File: src/rtl/fetch_stage.sv
// rtl/fetch_stage.sv - F/D producer: owns the PC, issues imem reads, handles stall/flush
// Define FETCH_PREFETCH_EN to prefetch the next instruction into a one-entry buffer while held.
module fetch_stage #(
  parameter logic [31:0] RESET_PC = 32'h0000_0000,
  parameter logic [31:0] PC_STEP  = 32'd1,
  parameter logic [31:0] NOP_INSN = 32'h0000_0000
) (
  input  logic        clock,
  input  logic        reset,
  input  logic        stall,
  input  logic        redirect_valid,
  input  logic [31:0] redirect_pc,
  output logic        imem_req,
  output logic [31:0] imem_addr,
  input  logic        imem_ready,
  input  logic [31:0] imem_data,
  output logic [31:0] fd_programCount,
  output logic [31:0] fd_IR,
  output logic        fd_we
);
  typedef enum logic [1:0] {S_RST, S_FETCH, S_HOLD, S_DRAIN} state_t;

  state_t      r_state;
  logic [31:0] r_pc;
  logic [31:0] r_hold_ir;
  logic [31:0] r_hold_pc;
  logic [31:0] r_drain_addr;
  logic        w_pf_hit;
  logic        w_flush;

`ifdef FETCH_PREFETCH_EN
  logic        r_pf_valid;
  logic [31:0] r_pf_ir;
  logic [31:0] r_pf_pc;
  assign w_pf_hit = r_pf_valid && (r_state == S_FETCH);
`else
  assign w_pf_hit = 1'b0;
`endif

  assign w_flush = redirect_valid && (r_state != S_RST);

  always_comb begin
    imem_req  = 1'b0;
    imem_addr = '0;
    case (r_state)
      S_FETCH: begin
        imem_req  = !w_pf_hit;
        imem_addr = r_pc;
      end
      S_HOLD: begin
`ifdef FETCH_PREFETCH_EN
        imem_req  = !r_pf_valid;
        imem_addr = r_pc;
`endif
      end
      // Drain keeps presenting the abandoned address until imem completes it.
      S_DRAIN: begin
        imem_req  = 1'b1;
        imem_addr = r_drain_addr;
      end
      default: begin
      end
    endcase
  end

  always_comb begin
    fd_we           = 1'b0;
    fd_IR           = '0;
    fd_programCount = '0;
    if (w_flush) begin
      fd_we = 1'b1;
      fd_IR = NOP_INSN;
    end else if (!stall) begin
      case (r_state)
        S_FETCH: begin
`ifdef FETCH_PREFETCH_EN
          if (w_pf_hit) begin
            fd_we           = 1'b1;
            fd_IR           = r_pf_ir;
            fd_programCount = r_pf_pc + PC_STEP;
          end else
`endif
          if (imem_ready) begin
            fd_we           = 1'b1;
            fd_IR           = imem_data;
            fd_programCount = r_pc + PC_STEP;
          end
        end
        S_HOLD: begin
          fd_we           = 1'b1;
          fd_IR           = r_hold_ir;
          fd_programCount = r_hold_pc + PC_STEP;
        end
        default: begin
        end
      endcase
    end
  end

  always_ff @(posedge clock or posedge reset) begin
    if (reset) begin
      r_state      <= S_RST;
      r_pc         <= RESET_PC;
      r_hold_ir    <= '0;
      r_hold_pc    <= '0;
      r_drain_addr <= '0;
`ifdef FETCH_PREFETCH_EN
      r_pf_valid   <= 1'b0;
      r_pf_ir      <= '0;
      r_pf_pc      <= '0;
`endif
    end else if (w_flush) begin
      r_pc      <= redirect_pc;
      r_hold_ir <= '0;
      r_hold_pc <= '0;
`ifdef FETCH_PREFETCH_EN
      r_pf_valid <= 1'b0;
`endif
      // A request still in flight must complete before the new target is issued.
      if (imem_req && !imem_ready) begin
        r_drain_addr <= imem_addr;
        r_state      <= S_DRAIN;
      end else begin
        r_state <= S_FETCH;
      end
    end else begin
      case (r_state)
        S_RST: r_state <= S_FETCH;
        S_FETCH: begin
`ifdef FETCH_PREFETCH_EN
          if (w_pf_hit) begin
            r_pf_valid <= 1'b0;
            if (stall) begin
              r_hold_ir <= r_pf_ir;
              r_hold_pc <= r_pf_pc;
              r_state   <= S_HOLD;
            end
          end else
`endif
          if (imem_ready) begin
            r_pc <= r_pc + PC_STEP;
            if (stall) begin
              r_hold_ir <= imem_data;
              r_hold_pc <= r_pc;
              r_state   <= S_HOLD;
            end
          end
        end
        S_HOLD: begin
`ifdef FETCH_PREFETCH_EN
          if (imem_req && imem_ready) begin
            r_pf_ir    <= imem_data;
            r_pf_pc    <= r_pc;
            r_pf_valid <= 1'b1;
            r_pc       <= r_pc + PC_STEP;
          end
`endif
          if (!stall) r_state <= S_FETCH;
        end
        S_DRAIN: if (imem_ready) r_state <= S_FETCH;
        default: r_state <= S_RST;
      endcase
    end
  end
endmodule

File: config.mk
export PLATFORM = sky130hd
export DESIGN_NAME = fetch_stage
export DESIGN_NICKNAME = d
export VERILOG_FILES = /design/src/rtl/fetch_stage.sv
export SDC_FILE = /design/constraint.sdc
export NUM_CORES = 1
export LEC_CHECK = 0
export BUFFER_PORTS_ARGS = -buffer_cell sky130_fd_sc_hd__buf_4
export CORE_MARGIN = 2
export CORE_UTILIZATION = 40
export CTS_CLUSTER_DIAMETER = 30
export CTS_CLUSTER_SIZE = 10
export DETAILED_ROUTE_END_ITERATION = 10
export GPL_TIMING_DRIVEN = 0
export MAX_ROUTING_LAYER = met4
export PLACE_DENSITY = 0.68
export SYNTH_ARGS = -nofsm -noshare
export SYNTH_HDL_FRONTEND = slang
export SYNTH_SLANG_ARGS = --single-unit
File: constraint.sdc
create_clock -name clock -period 3.9 [get_ports clock]
set_input_delay 0.585 -clock clock [delete_from_list [all_inputs] [get_ports clock]]
set_output_delay 0.585 -clock clock [all_outputs]
set_load 0.02 [all_outputs]
# == Word level (Yosys, flattened, before mapping) ==
# Index checks and enable logic that the tools add are counted.
# totals
regBits,130
latch_bits,0
ram_bits,0
mem_bits_ro,0
input_bits,69
wordCells,59
n_memories,0
# op_classes
add_sub_neg,2
multipliers,0
div,0
magnitude_cmp,0
n_eq_ne,7
shifts,0
mux,32
bitwise_logic,0
reduce_logical,13
# ops
operator,n
$mux 32,17
$pmux 32 s2,3
$add 32x1->32 const B,2
$mux 2,6
$ne 3x3->1 const B,4
$pmux 2 s4,1
$reduce_bool 2->1,4
$eq 2x2->1 const B,2
$mux 1,4
$reduce_and 2->1,2
$reduce_and 4->1,1
$reduce_and 3->1,1
$eq 2x1->1 const B,1
$logic_and 1x1->1,2
$logic_not 2->1,1
$pmux 1 s2,1
$reduce_or 2->1,1
$logic_not 1->1,1

# == Depth between registers and ports, before layout ==
# Gate-level depths: netlist of run 1.
# logic_depth
word_depth,6
depth_mapped,10

# == Least setup slack after synthesis of run 1 ==
# OpenSTA, ideal clock, no wires.
# synth_timing
path_type,register to output
start,register r_state[1]
end,output port fd_programCount[31]
arrival_ps,2282
t_required_ps,3315
slack_ps,1033
stages_incl_launch_ff,10
cell_sequence,dfrtp_1 -> inv_1 -> ha_1 -> clkbuf_1 -> and2_1 -> clkbuf_1 -> clkbuf_1 -> buf_1 -> o211ai_1 -> a31oi_1
# synth_via
elab_chain_cells,4
# synth_rtl
item,line_no,text
"start, declared",23,state_t r_state;
"start signal, assigned",102,r_state <= S_RST;
"start signal, assigned",122,r_state <= S_DRAIN;
"start signal, assigned",124,r_state <= S_FETCH;
$eq 2x2->1 or $eq 2x1->1 (tied branches),74,case (r_state)
$pmux 32 s2,74,
$mux 32,73,end else if (!stall) begin
$mux 32 *,70,if (w_flush) begin
"end, declared",17,"output logic [31:0] fd_programCount,"
# Every way passes the cells marked *; elsewhere a longest branch is shown, timed or not.

# == Final worst setup path of run 1 ==
# layout_timing
start,register r_pc[1]
end,output port fd_programCount[18]
# layout_via
elab_chain_cells,5
# layout_rtl
item,line_no,text
"start, declared",24,logic [31:0] r_pc;
"start signal, assigned",113,r_pc <= redirect_pc;
"start signal, assigned",141,r_pc <= r_pc + PC_STEP;
$add 32x1->32,86,fd_programCount = r_pc + PC_STEP;
$mux 32,83,if (imem_ready) begin
$pmux 32 s2,74,
$mux 32,73,
$mux 32,70,
# Every way passes these cells.

==> results by group, run 1 <==
Flow run
  • Max-cap violations: 0

Drt
  • Starting DRT DRC Count: around 860
  • Drt first pass iters: 5
  • Wire length per cell: ~19 um
  • Via Count: 7992
  • Total wire length after detailed routing: 26600 um
  • Detail Route Antenna Nets: 0
  • Post-route DRC: 0
  • Vias per inst: 5.63

Clock network
  • # resized after CTS: 5
  • Hold buffers post-CTS: 0
  • CTS Buffer Depth: 2
  • CTS H-tree lvls: 4
  • TritonCTS Buffers: 17
  • Clk_lat worst skew: 0.43 ns
  • Clk sink count: 130
  • CTS tree: done
  • Worst-path clk slew: around 0.060 ns
  • Setup repair bufs after CTS: 0
  • Clock root cell: clkbuf_16

Floorplan
  • # IOs: 167
  • Std-Cell Rows: 51
  • Die area: ~21000 sq um
  • Die X-Extent: about 150 um
  • Starting Density: 0.409
  • Core Box Area: about 20000 sq um
  • Die height: around 150 um

Timing
  • Crit share post-route: 0.932
  • Tmin final: 3.63 ns
  • Slew HR: 0.376
  • Final setup violation count: 0
  • RSZ-0062 raised after global routing: no
  • Worst-margin pin slew: roughly 0.93 ns
  • Hold Violations, Final: 0
  • Setup TNS: 0 ns
  • Fin Clk Skew: 0.00952 ns
  • Maximum clock rate: 275 MHz
  • Fin. max-slew vios: 0

Place
  • Inst Count DP: approximately 1.4k
  • Hpwl dp: roughly 20000 um
  • I/O Buffers: ~170
  • RD Place Congestion: 0.977

Power and ir drop
  • Worst vdd ir: about 0.00049 V
  • Switching power total: ~2.7 mW
  • Clock Power Share: 0.263
  • Int Pwr: 3.97 mW
  • Lkg Pwr: roughly 4.3 nW
  • Seq pwr share: 0.292
  • Gate power share: 0.445
  • Power Dens Cells: around 650 nW/um^2
  • Sw frac: 0.409

Synth
  • Top_reg_cell synth: dfrtp_1
  • Register bit total from synthesis: between 100 and 150
  • Synth Warn #: 0
  • Distinct cells, synth: 44
  • Synth area leader: dfrtp_1
  • Syn Area/Cell: around 8.4 sq um
  • Ys async rst share: 1.00
  • Seq/Total Area, Yosys: 0.408
  • Synth top area share: 0.408
  • Syn_nets: 1030
  • Synth Instances: roughly 960
  • EDFF count, synth: 0
  • Cell area after synthesis: between 7000 and 8000 sq um
  • Synth top area cells: dfrtp_1 (41%), nand2_1 (8.8%), mux2_2 (4.8%)

Global routing
  • First-pass GRT wire length: between 40000 and 50000 um
  • Grt ovf: 0
  • Total GRT Usage: 0.257
  • Vias in the first global route: roughly 7.7k
  • Largest net degree at the start of global routing: 40
  • Initial antenna violation count: 1

Worst hold path
  • Min-Delay Path Class: primary input to asynchronous set/reset pin

Setup path
  • Critical-path top delay cell: dfrtp_1
  • Worst path arrival time: between 3 and 4 ns
  • Reg2reg setup slack: ~1.1 ns
  • Slowest cell delay on critical path: ~0.5 ns
  • Crit Path Class: flop to primary output
  • Worst Path Required: between 3 and 4 ns
  • Buf+Inv Stages, Crit Path: 2
  • Crit path capture type: primary output
  • Reg2reg path depth: 8
  • CP max FO: 10
  • CP startpoint: r_pc[1]
  • CP top delay family: simple AND/OR/NAND/NOR gates
  • Worst path cell trace: ha_1 > nand3_2 > nor3_2 > clkbuf_2 > nand3_1 > xor2_1 > o22ai_1 > buf_4
  • Critical path endpoint: fd_programCount[18]
  • Reg2Reg Launch Point: r_state[1]
  • CP Launch Type: flop
  • Reg2reg end: r_hold_ir[26]
  • Critical path depth: 8

Run status
  • Outcome: finished clean

Finish
  • Final Non-Filler Cells: around 1.4k
  • P&R area growth vs syn: 28.9%
  • Share of cells above drive strength 1: 0.232
  • Nets: 1217
[flip-flops by register name, summed over array words and instances, names as in the netlist]
register and flops:
r_state 2, r_drain_addr 32, r_pc 32, r_hold_ir 32
r_hold_pc 32
[cell families (layout without fill, tap and decap cells)]
| kind of cell | Yosys count | count (layout) | share of synthesized area |
|---|---|---|---|
| adders and majority gates | 6 | 6 | 0.00941 |
| and+or+nand+nor | 398 | 398 | 0.230 |
| AOI/OAI and AO/OA | 205 | 205 | 0.162 |
| DFF | 130 | 130 | 0.408 |
| other | 0 | 1 | 0 |
| xor gates and xnor gates | 80 | 80 | 0.0878 |
| buffers and inverters | 101 | 300 | 0.0541 |
| muxes | 35 | 35 | 0.0492 |
[worst min path at each step]
stage                     startpoint          endpoint  slack (ns)  cells past startpoint
detailed placement  r_drain_addr[29]  r_drain_addr[29]        0.50                      1
finish                         reset           r_pc[3]        0.24                      2
CTS                            reset           r_pc[3]        0.26                      2
global route                   reset           r_pc[3]        0.28                      2
floorplan           r_drain_addr[10]  r_drain_addr[10]        0.48                      1
global placement    r_drain_addr[12]  r_drain_addr[12]        0.49                      1
[stage by stage]
| step | util | setup slack, ns | power (mW) | hold slack, ns | cell area, sq um |
|---|---|---|---|---|---|
| CTS | 0.526 | 0.00583 | 6.71 | 0.259 | 10300 |
| global route | 0.527 | 0.103 | 7.08 | 0.283 | 10300 |
| floorplan | - | 1.03 | 3.84 | 0.481 | 7990 |
| detailed placement | 0.493 | 0.139 | 4.93 | 0.496 | 9620 |
| finish | 0.527 | 0.266 | 6.72 | 0.241 | 10300 |
| global placement | 0.490 | 0.123 | 4.88 | 0.488 | 9560 |
[power by group through the flow]
| stage | Combinational (mW) | Clock [mW] | Sequential [mW] |
|---|---|---|---|
| finish | 2.99 | 1.77 | 1.96 |
| global route | 3.23 | 1.85 | 2.00 |
| CTS | 2.97 | 1.78 | 1.95 |
| detailed placement | 2.95 | 0 | 1.98 |
| global placement | 2.92 | 0 | 1.96 |
| floorplan | 1.95 | 0 | 1.89 |
[per-layer routing]
layer,vias up,global-route usage,wire [um]
li1,3709,-,-
met1,3893,0.360,11900
met2,351,0.386,12300
met3,39,0.0469,1930
met4,0,0.0667,425
met5,-,-,0
[area by class of cell]
class,count,area [sq um]
tap,265,332
clock inverter,13,210
timing repair buffer,169,1310
fill,1918,9240
buffer,88,390
multi-input combinational,724,4320
inverter,12,48.8
sequential,130,3250
clock buffer,18,429
antenna,1,2.50
[layout by cell type, fill, tap and decap left out, drive strengths merged, types with 34 or more instances in the layout]
cell,n
nor2,66
nand2,187
mux2,34
clkbuf,77
buf,197
xor2,42
xnor2,38
o21ai,37
nand3,38
a22oi,44
dfrtp,130
a21oi,69
[synthesized netlist by cell type (2+ instances only)]
library cell and number:
mux2_2 34, buf_2 12, xor2_1 42, clkbuf_2 2, ha_1 6, a22o_1 31, clkbuf_1 57, inv_1 12
o21ai_0 37, and4_1 9, buf_6 2, xnor2_1 38, o22ai_1 13, a31oi_1 5, nor4_1 13, nand4_1 26
nand3_1 37, a21oi_1 69, buf_1 13, or3_1 5, nor2_1 66, nand2_1 187, a22oi_1 44, a21boi_0 3
nor2b_1 2, nand2b_1 5, and2_1 4, nor3_1 26, nand4b_1 2, and3_1 8, or4_4 2, or3_2 2
dfrtp_1 130
No activity file was read; power rests on OpenSTA's default activity.
==> run 2, diff against run 1 <==
- PLACE_DENSITY: 0.68 -> 0.65
- clock period: 3.9 -> 3.55 ns (I/O delays scaled with it)
==> run 2 against run 1 <==
Die area is the same. Sequential share of layout area grew 0.058 points. Core utilization shrank 0.096 points. Sequential power grew 9.7%. Highest routed layer unchanged. Critical path depth shrank 2. Critical path type unchanged.
==> results by group, run 2 (synthesis results as in run 1) <==
Floorplan
  • Core Box Area: 19500 sq um
  • Die height: ~150 um
  • Die area: around 21000 sq um
  • Die X-Extent: around 150 um
  • Starting Density: 0.409
  • Std-Cell Rows: between 50 and 60
  • # IOs: about 170

Drt
  • Detail Route Antenna Nets: 0
  • Starting DRT DRC Count: roughly 490
  • Drt first pass iters: 5
  • Post-route DRC: 0
  • Vias per inst: 5.50
  • Via Count: 7802
  • Wire length per cell: 18.6 um
  • Total wire length after detailed routing: between 20000 and 30000 um

Timing
  • Final WS setup: approximately 0.047 ns
  • Maximum clock rate: 286 MHz
  • Tmin final: approximately 3.5 ns
  • Final setup violation count: 0
  • Slew HR: 0.349
  • Fin Clk Skew: between 0.005 and 0.006 ns
  • RSZ-0062 raised after global routing: no
  • Crit share post-route: 0.987
  • Fin. max-slew vios: 0
  • Worst-margin pin slew: just under 1 ns
  • Hold Violations, Final: 0

Flow run
  • Max-cap violations: 0

Clock network
  • CTS Buffer Depth: 2
  • TritonCTS Buffers: 17
  • Clock root cell: clkbuf_16
  • Setup repair bufs after CTS: 0
  • Clk_lat worst skew: between 0.4 and 0.5 ns
  • CTS H-tree lvls: 4
  • Clk sink count: 130
  • CTS tree: done
  • Worst-path clk slew: roughly 0.060 ns

Setup path
  • Worst path cell trace: nand4_1 > or3_1 > nor4_1 > mux2_2 > a31oi_1 > buf_4
  • CP Launch Type: flop
  • Crit path capture type: primary output
  • Critical-path top delay cell: or3_1
  • Worst Path Required: 3.02 ns
  • Worst path arrival time: approximately 3.0 ns
  • CP top delay family: simple AND/OR/NAND/NOR gates
  • Crit Path Class: flop to primary output
  • Buf+Inv Stages, Crit Path: 1
  • Slowest cell delay on critical path: around 0.58 ns
  • CP max FO: 7

Global routing
  • Total GRT Usage: 0.258
  • Initial antenna violation count: 0
  • First-pass GRT wire length: between 40000 and 50000 um
  • Largest net degree at the start of global routing: 39
  • Vias in the first global route: about 7.7k
  • Grt ovf: 0

Power and ir drop
  • Seq pwr share: 0.300
  • Lkg Pwr: around 4.3 nW
  • Gate power share: 0.454
  • Sw frac: 0.420
  • Switching power total: slightly above 3 mW
  • Int Pwr: ~4.2 mW
  • Clock Power Share: 0.246
  • Worst vdd ir: 0.000553 V
  • Power Dens Cells: roughly 700 nW/um^2

Finish
  • Antenna fix cells: 0
  • Commonest non-fill, non-tap cell in the layout: nand2_1
  • Most frequent cells in the layout: nand2_1 (187), buf_4 (167), dfrtp_1 (130)
  • Share of cells above drive strength 1: 0.239
  • Nets: roughly 1.2k
  • P&R area growth vs syn: 28.7%
  • Util after Layout: 0.526

Place
  • Setup WS pre-CTS: -0.0988 ns
  • Hpwl dp: ~20000 um
  • I/O Buffers: ~170
  • RD Place Congestion: 0.923

Run status
  • Outcome: finished clean

Worst hold path
  • Min-Delay Path Class: primary input to asynchronous set/reset pin
-- run 2: worst paths after layout --
| path | startpoint | end | slack, ns | cells past startpoint |
|---|---|---|---|---|
| worst max register to register | r_state[1] | r_hold_ir[4] | 0.75 | 8 |
| worst min register to register | r_drain_addr[15] | r_drain_addr[15] | 0.51 | 1 |
| worst min-delay path | reset | r_hold_ir[5] | 0.20 | 2 |
| min in group clock | redirect_pc[2] | r_pc[2] | 0.31 | 3 |
| worst max-delay path | r_hold_pc[8] | fd_programCount[31] | 0.05 | 6 |
| max in group asynchronous | reset | r_drain_addr[26] | 2.20 | 5 |
-- run 2: routing by layer --
metal	global-route usage	wire length (um)	share of wire	vias to the layer above
met3	0.0484	1550	0.059	54
li1	-	-	-	3706
met5	-	0	0	-
met4	0.0917	715	0.027	0
met1	0.347	11900	0.45	3764
met2	0.389	12200	0.46	278
-- run 2: layout make-up --
type	instances	area, sq um
fill	1949	9260
multi-input combinational	724	4360
sequential	130	3250
timing repair buffer	169	1310
clock buffer	17	425
buffer	87	388
tap	265	332
clock inverter	15	160
inverter	12	48.8
-- run 2: stage by stage --
stage / power, mW / hold WS, ns / cells / cell area (sq um) / TNS [ns]
2_1_floorplan: 4.22 / 0.481 / 955 / 7990 / 0
5_1_grt: 7.60 / 0.249 / 1419 / 10300 / 0
3_5_place_dp: 5.40 / 0.499 / 1389 / 9620 / -0.188
3_3_place_gp: 5.35 / 0.489 / 1386 / 9560 / -0.228
4_1_cts: 7.19 / 0.213 / 1420 / 10200 / 0
6_report: 7.18 / 0.205 / 1419 / 10300 / 0
-- run 2: worst register-to-register path: cells and delay by family (launching register included) --
| kind | cells | cell delay, ns |
|---|---|---|
| and+or+nand+nor | 3 | 1.00 |
| AOI/OAI and AO/OA | 1 | 0.15 |
| adders and majority gates | 1 | 0.31 |
| DFF | 1 | 0.41 |
| buffers and inverters | 3 | 0.85 |
-- run 2: power groups by stage --
| stage | registers (mW) | clock network (mW) | logic, mW |
|---|---|---|---|
| floorplan | 2.07 | 0 | 2.14 |
| global placement | 2.15 | 0 | 3.20 |
| detailed placement | 2.17 | 0 | 3.23 |
| CTS | 2.14 | 1.79 | 3.26 |
| global route | 2.21 | 1.86 | 3.54 |
| finish | 2.15 | 1.77 | 3.26 |
-- run 2: timing repair --
action / in CTS / in global routing
hold buffers: 0 / 0
endpoints found under the setup margin: 64 / 50
resized for setup: 10 / 8
==> run 3, diff against run 2 <==
- CELL_PAD_IN_SITES_DETAIL_PLACEMENT: not set -> 1
- CELL_PAD_IN_SITES_GLOBAL_PLACEMENT: not set -> 2
- CORE_UTILIZATION: 40 -> 29
- PLACE_DENSITY: 0.65 -> 0.8
- clock period: 3.55 -> 3.1 ns (I/O delays scaled with it)
==> run 3 against run 2 <==
Global-route usage shrank 2.9 points. Largest cell class unchanged. Setup slack gained 0.0086 ns. Clock power grew 21%. Largest power group unchanged. Clock skew grew 0.0047 ns.
==> results by group, run 3 (synthesis results as in run 1) <==
Floorplan
  • Core Box Area: between 20000 and 30000 sq um
  • Die area: 28900 sq um
  • Die height: 170 um
  • Std-Cell Rows: 60
  • Die X-Extent: 170 um
  • Starting Density: 0.296
  • # IOs: around 170

Setup path
  • Worst Path Required: around 2.6 ns
  • Reg2reg setup slack: 0.27 ns
  • Crit Path Class: flop to primary output
  • Worst path arrival time: around 2.6 ns
  • CP Launch Type: flop
  • Reg2reg end: r_pc[26]
  • Reg2Reg Launch Point: r_state[0]
  • CP max FO: 5
  • Reg2reg path depth: 7
  • Crit path capture type: primary output

Clock network
  • CTS tree: done
  • CTS Buffer Depth: 2
  • TritonCTS Buffers: 17
  • Worst-path clk slew: roughly 0.06 ns
  • Clk sink count: between 100 and 150
  • CTS H-tree lvls: 4
  • Clk_lat worst skew: about 0.43 ns
  • Clock root cell: clkbuf_16
  • Hold buffers post-CTS: 0

Finish
  • Share of cells above drive strength 1: 0.297
  • Commonest non-fill, non-tap cell in the layout: buf_4
  • P&R area growth vs syn: 36.1%
  • Nets: around 1.2k
  • Fillers: ~3.2k
  • Final Non-Filler Cells: ~1.5k
  • Reg area: ~3300 sq um
  • Most frequent cells in the layout: buf_4 (188), nand2_1 (186), dfrtp_1 (119)
  • Finished Cell Area: roughly 11000 sq um
  • Multi-input gate area: between 4000 and 5000 sq um

Run status
  • Outcome: finished clean

Global routing
  • Grt ovf: 0
  • Initial antenna violation count: 1
  • First-pass GRT wire length: slightly below 50000 um
  • Vias in the first global route: 8421
  • Total GRT Usage: 0.229
  • Largest net degree at the start of global routing: just over 40

Power and ir drop
  • Lkg Pwr: between 4 and 5 nW
  • Worst vdd ir: 0.000395 V
  • Power Dens Cells: between 800 and 900 nW/um^2

Drt
  • Via Count: 7978
  • Post-route DRC: 0
  • Detail Route Antenna Nets: 0
  • Starting DRT DRC Count: approximately 500
  • WL met1: 15000 um
  • Wire length per cell: roughly 21 um
  • Vias per inst: about 5.3
  • WL met3: roughly 1300 um
  • Top Layer Used: met4
  • Wire length on met2: 15100 um
  • Total wire length after detailed routing: 32000 um
  • Drt first pass iters: 5

Timing
  • Final setup violation count: 0
  • Slew HR: 0.386
  • RSZ-0062 raised after global routing: yes
  • Tmin final: between 3 and 4 ns
  • Crit share post-route: 0.982
  • Fin Clk Skew: roughly 0.010 ns
  • Fin. max-slew vios: 0
  • Worst-margin pin slew: roughly 0.92 ns
  • Hold Violations, Final: 0
  • Maximum clock rate: about 330 MHz

Flow run
  • Max-cap violations: 0

Place
  • Hpwl dp: 23600 um
  • I/O Buffers: around 170
  • Inst Count DP: approximately 1.5k
  • Cell Area, Placed: between 9000 and 10000 sq um
  • RD Place Congestion: roughly 0.83

Worst hold path
  • Min-Delay Path Class: primary input to asynchronous set/reset pin
## run 3: cell types whose count changed in the layout (fill, tap and decap cells not counted), sizes merged
cell / change
diode: +1
clkinv: -2
clkinvlp: -2
inv: -1
clkbuf: -1
bufinv: +1
buf: +22
clkdlybuf4s15: -1
## run 3: how the worst max path moves through the flow
stage / start / to / slack [ns]
floorplan: r_state[1] / fd_programCount[31] / 0.35
global placement: r_state[1] / fd_programCount[14] / -0.82
global route: r_hold_pc[4] / fd_programCount[31] / -0.005
finish: r_hold_pc[4] / fd_programCount[31] / 0.06
detailed placement: r_state[1] / fd_programCount[14] / -0.83
CTS: r_hold_pc[1] / fd_programCount[26] / -0.08
## run 3: worst max-delay path: stages (launching register included)
cell and delay [ns]:
dfrtp_1 0.42, nand4_1 0.21, or3_4 0.48, nor4_4 0.37
mux2_4 0.35, a31oi_4 0.17, buf_6 0.14
## run 3: area by class of cell
class | count | area share
clock inverters | 11 | 0.0141
flip-flops and latches | 130 | 0.301
inverters | 12 | 0.00449
clock buffers | 20 | 0.0430
well taps | 341 | 0.0393
multi-input cells | 724 | 0.421
repair buffers | 189 | 0.136
diodes | 1 | 0.000230
plain buffers | 84 | 0.0412
## run 3: routing by layer
| metal | global-route usage | vias up |
|---|---|---|
| met5 | - | - |
| met4 | 0.0650 | 0 |
| met3 | 0.0309 | 39 |
| met2 | 0.363 | 197 |
| met1 | 0.307 | 3994 |
| li1 | - | 3748 |
## run 3: what timing repair did
action	in CTS	in global routing
setup buffers	1	18
pin swaps	2	13
endpoints found under the setup margin	125	81
resized for setup	72	44
cloned	0	0
hold endpoints to repair	0	0
## run 3: metrics by stage
stage	hold WS [ns]	setup slack, ns	power, mW	setup TNS [ns]	util
after global placement	0.489	-0.816	6.30	-28.30	0.358
after global routing	0.0434	-0.00454	9.26	-0.00454	0.403
after detailed placement	0.477	-0.832	6.40	-30.14	0.362
after CTS	0.0264	-0.0848	8.71	-0.283	0.393
after floorplan	0.481	0.353	4.83	0	-
final	0.0255	0.0560	8.78	0	0.403
## run 3: power breakdown
part	total, mW	internal (mW)	switching, mW
logic	4.11	1.58	2.53
clock network	2.15	1.33	0.820
registers	2.52	2.14	0.381
